<file path="config.mk">
export PLATFORM = sky130hd
export DESIGN_NAME = seven_seg_scan_ctrl
export DESIGN_NICKNAME = d
export VERILOG_FILES = /design/src/rtl/seven_seg_scan_ctrl.sv
export SDC_FILE = /design/constraint.sdc
export NUM_CORES = 1
export LEC_CHECK = 0
export CAP_MARGIN = 20
export CELL_PAD_IN_SITES_DETAIL_PLACEMENT = 2
export CELL_PAD_IN_SITES_GLOBAL_PLACEMENT = 2
export CORE_UTILIZATION = 30
export CTS_BUF_LIST = sky130_fd_sc_hd__clkbuf_4 sky130_fd_sc_hd__clkbuf_8
export DETAILED_ROUTE_END_ITERATION = 6
export PLACE_DENSITY_LB_ADDON = 0.2
export SLEW_MARGIN = 20
export SYNTH_ARGS = -nofsm -noshare
export SYNTH_HDL_FRONTEND = slang
export SYNTH_SLANG_ARGS = --single-unit
</file>
<file path="constraint.sdc">
create_clock -name clk -period 4.12 [get_ports clk]
set_input_delay 0.824 -clock clk [delete_from_list [all_inputs] [get_ports clk]]
set_output_delay 0.824 -clock clk [all_outputs]
set_load 0.01 [all_outputs]
</file>
<file path="src/rtl/seven_seg_scan_ctrl.sv">
// Scan controller for a multiplexed seven-segment display: feeds a shared registered
// decoder one digit at a time, with blanking gaps and frame-aligned commit of new values.
`timescale 1ns/1ps
module seven_seg_scan_ctrl #(
   parameter int NUM_DIGITS   = 4,
   parameter int DWELL_CYCLES = 50000,
   parameter int BLANK_CYCLES = 500
) (
   input  logic                      clk,
   input  logic                      reset,
   input  logic                      load_valid,
   output logic                      load_ready,
   input  logic [8*NUM_DIGITS-1:0]   load_data,
   output logic [7:0]                dec_value,
   output logic [NUM_DIGITS-1:0]     digit_en,
   output logic                      frame_tick
);

   localparam int IDX_W = $clog2(NUM_DIGITS);
   localparam int MAX_C = (DWELL_CYCLES > BLANK_CYCLES) ? DWELL_CYCLES : BLANK_CYCLES;
   localparam int CNT_W = (MAX_C > 1) ? $clog2(MAX_C) : 1;
   localparam logic [CNT_W-1:0] BLANK_LAST = CNT_W'(BLANK_CYCLES - 1);
   localparam logic [CNT_W-1:0] DWELL_LAST = CNT_W'(DWELL_CYCLES - 1);
   localparam logic [IDX_W-1:0] IDX_LAST   = IDX_W'(NUM_DIGITS - 1);

   typedef enum logic {ST_BLANK = 1'b0, ST_SHOW = 1'b1} state_t;

   state_t                        state_r, state_nx_s;
   logic [CNT_W-1:0]              cnt_r, cnt_nx_s;
   logic [IDX_W-1:0]              idx_r, idx_nx_s;
   logic [NUM_DIGITS-1:0][7:0]    active_r, active_nx_s;
   logic [NUM_DIGITS-1:0][7:0]    shadow_r;
   logic                          pending_r, pending_nx_s;
   logic                          boundary_s, take_s, enter_blank_s, tick_nx_s;
   logic [NUM_DIGITS-1:0]         digit_en_nx_s;

   // Next-state logic for the blank/show sequencer and digit index
   always_comb begin
      state_nx_s = state_r;
      cnt_nx_s   = cnt_r + CNT_W'(1);
      idx_nx_s   = idx_r;
      boundary_s = 1'b0;
      case (state_r)
         ST_BLANK: begin
            if (cnt_r == BLANK_LAST) begin
               state_nx_s = ST_SHOW;
               cnt_nx_s   = '0;
            end else begin
               state_nx_s = ST_BLANK;
            end
         end
         ST_SHOW: begin
            if (cnt_r == DWELL_LAST) begin
               state_nx_s = ST_BLANK;
               cnt_nx_s   = '0;
               boundary_s = (idx_r == IDX_LAST);
               idx_nx_s   = (idx_r == IDX_LAST) ? '0 : idx_r + IDX_W'(1);
            end else begin
               state_nx_s = ST_SHOW;
            end
         end
         default: begin
            state_nx_s = ST_BLANK;
            cnt_nx_s   = '0;
            idx_nx_s   = '0;
         end
      endcase
   end

   // Handshake, commit and registered-output next values
   always_comb begin
      take_s        = load_valid & ~pending_r;
      active_nx_s   = (boundary_s & pending_r) ? shadow_r : active_r;
      if (take_s) begin
         pending_nx_s = 1'b1;
      end else if (boundary_s) begin
         pending_nx_s = 1'b0;
      end else begin
         pending_nx_s = pending_r;
      end
      enter_blank_s = (state_r == ST_SHOW) && (state_nx_s == ST_BLANK);
      // the pulse covers the cycle whose closing edge is the frame boundary
      tick_nx_s     = (state_nx_s == ST_SHOW) && (idx_nx_s == IDX_LAST) && (cnt_nx_s == DWELL_LAST);
      // enables trail the state by one cycle to match the decoder register
      for (int i = 0; i < NUM_DIGITS; i++) begin
         digit_en_nx_s[i] = !((state_r == ST_SHOW) && (idx_r == IDX_W'(i)));
      end
   end

   // State, data and output registers
   always_ff @(posedge clk) begin
      if (reset) begin
         state_r    <= ST_BLANK;
         cnt_r      <= '0;
         idx_r      <= '0;
         active_r   <= '0;
         shadow_r   <= '0;
         pending_r  <= 1'b0;
         load_ready <= 1'b1;
         dec_value  <= 8'h00;
         digit_en   <= '1;
         frame_tick <= 1'b0;
      end else begin
         state_r    <= state_nx_s;
         cnt_r      <= cnt_nx_s;
         idx_r      <= idx_nx_s;
         active_r   <= active_nx_s;
         shadow_r   <= take_s ? load_data : shadow_r;
         pending_r  <= pending_nx_s;
         load_ready <= ~pending_nx_s;
         dec_value  <= enter_blank_s ? active_nx_s[idx_nx_s] : dec_value;
         digit_en   <= digit_en_nx_s;
         frame_tick <= tick_nx_s;
      end
   end

endmodule

</file>
==> flow_summary.yaml <==
status:
  outcome: "complete, no violations"
clock_tree:
  clk_latency_ns: 0.38
  holdBufCountCts: 0
  path_clk_slew_ns: 0.09
  cts_tree: "built"
  h-tree-depth: 3
  cts_root_buf: "clkbuf_8"
  cts_post_setup_buffers_inserted: 0
  cts_buffers: 9
  cts_resized: 0
  clockBufferDepth: 2
  clock_sinks: 98
floorplanning:
  die_x_um: 119
  io_pins: 49
  fp.coreArea_mm2: 0.0133
  die-area_mm2: 0.0141
  row_count: 42
  dieHeight_um: 119
  start_util: 0.308
drt:
  drt_iter0_drc: 152
  drc: 0
  first_pass_iters: 4
  viasPerCell: 4.94
  routed_wl_um: 12000
  route.vias.total: 3584
  ant_nets: 0
  avgRoutedWirePerCell_um: 16.5
worst_setup_path:
  endpoint_kind: "flop"
  path_class: "reg -> reg"
  arrival_ns: 3.25
  cp_max_fo: 26
  crit_required_ns: 4.40
  startpoint: "cnt_r[10]"
  r2r_cells: 6
  worstSetupStartpointType: "flop"
  reg2reg_from: "cnt_r[10]"
synth:
  synth_warnings: 0
  ys_types: 37
  synth_area_per_cell_um2: 7.98
  syn-cell-area_mm2: 0.00410
  yosysMostFrequentCell: "nand2_1"
  async_reset_ff_frac: 0
  ys.flop_type: "dfxtp_1"
  synth_area_leaders: "dfxtp_1, nand2_1, a21oi_1"
  synth_top_area_frac: 0.478
  synthCells: 514
  yosysTopAreaCell: "dfxtp_1"
  synth_common_cells: "nand2_1, dfxtp_1, a21oi_1, nor2_1, clkbuf_1"
  synth_edf_count: 0
  ys_seq_area_frac: 0.478
  postSynthNetCount: 554
  ys_ff_latch: 98
global_route:
  grt_pass1_wl_um: 20200
  grt_pass1_vias: 3950
  gr-usage-all-layers: 0.183
  gr-total-overflow: 0
  grt_max_degree: 56
  antenna_found_initial: 0
placed_design:
  post-place-ws_ns: 1.11
  dpl_cell_area_mm2: 0.00472
  gp_congestion: 0.876
  dpl.hpwl_um: 8450
  portBuffers: 48
  placedCellCount: 709
worst_hold_path:
  hp-class: "reg -> reg"
  min_from: "shadow_r[31]"
  whs_path_depth: 2
sta:
  holdWs_ns: 0.458
  drv_slew: 0
  min_period_ns: 2.97
  setup_tns_ns: 0
  worst-slew-pin-transition_ns: 0.910
  rsz0062_at_grt: "no"
  fin_skew_ns: 0.0105
  setup_slack_ns: 1.15
  period_share: 0.720
  setup_viol: 0
  fmax_mhz: 337
  slew_headroom: 0.393
  hold_viol: 0
finish:
  final_layout_size_suffix_gt1_frac: 0.0565
  diodes: 0
  final_area_mm2: 0.00492
  syn2layout_area_growth_pct: 20.0
  nets: 584
  final_cells: 725
run:
  drv_cap: 0
pwr:
  max-vdd-ir-drop_mv: 0.237
  power_leakage_nw: 1.73
  power_density_mw_per_mm2: 348
## critical path: stages (launching register included)
cell and delay, ns:
dfxtp_1 0.37, or4_4 0.58, or4_1 0.49, or2_1 0.59, nand2_1 0.43, o211ai_1 0.18, o21a_1 0.21
## power by group
part           leakage (nW)  internal, mW  switching (mW)  total, mW
Sequential            0.795         0.968          0.0174      0.985
Combinational         0.832        0.0471          0.0512     0.0983
Clock                 0.102         0.286           0.342      0.628
## flip-flops by register name, indices dropped and copies added (netlist names)
register    cells
pending_r       1
frame_tick      1
state_r         1
active_r       32
shadow_r       32
digit_en        4
load_ready      1
idx_r           2
dec_value       8
cnt_r          16
## path summary, 6_finish.rpt
path,endpoint,slack [ns]
worst max-delay path,dec_value[5],1.15
worst min-delay path,active_r[31],0.46
worst max register to register,dec_value[5],1.15
worst min register to register,active_r[31],0.46
## routing by layer
metal / global-route usage / up-vias / wire, µm
met1: 0.218 / 1753 / 5310
met2: 0.325 / 46 / 6220
met5: 0 / - / 0
met4: 0.0435 / 0 / 104
met3: 0.0484 / 7 / 339
li1: - / 1778 / -
## cells by family after synthesis
family / after synthesis / share of synthesized area
and+or+nand+nor: 237 / 0.253
DFF: 98 / 0.478
AOI/OAI and AO/OA: 97 / 0.137
buffers and inverters: 45 / 0.0415
muxes: 18 / 0.0448
xor gates and xnor gates: 14 / 0.0299
adders and majority gates: 5 / 0.0153
## through the flow
stage               power, mW   util
floorplan                1.05      -
global placement         1.11  0.355
detailed placement       1.11  0.355
CTS                      1.74  0.370
global route             1.79  0.370
finish                   1.71  0.370
## cell usage in the layout, fill, tap and decap left out, types with 2 or more instances in the layout
cell type          n
clkdlybuf4s50_1   47
xnor2_1            8
nor2_1            48
and4_1             2
nor3_1             6
nand3_1           14
dfxtp_1           98
nor4b_1            3
mux2i_1           17
inv_1              8
nand4b_1           2
nand4bb_1          2
and3_1             2
nand2_1          139
o211ai_1          10
buf_4              8
nand4_1            8
a21oi_1           66
o21a_1             8
xor2_1             6
ha_1               5
a211oi_1           8
nor4_1             2
clkbuf_8          13
## area by class of cell
type                    instances  area, µm²
fillers                      1509       8370
repair buffers                 56        536
inverters                       8       30.0
clock buffers                  13        179
flip-flops and latches         98       1960
clock inverters                 3       21.3
well taps                     176        220
multi-input cells             371       1970
No activity file was read; power rests on OpenSTA's default activity.
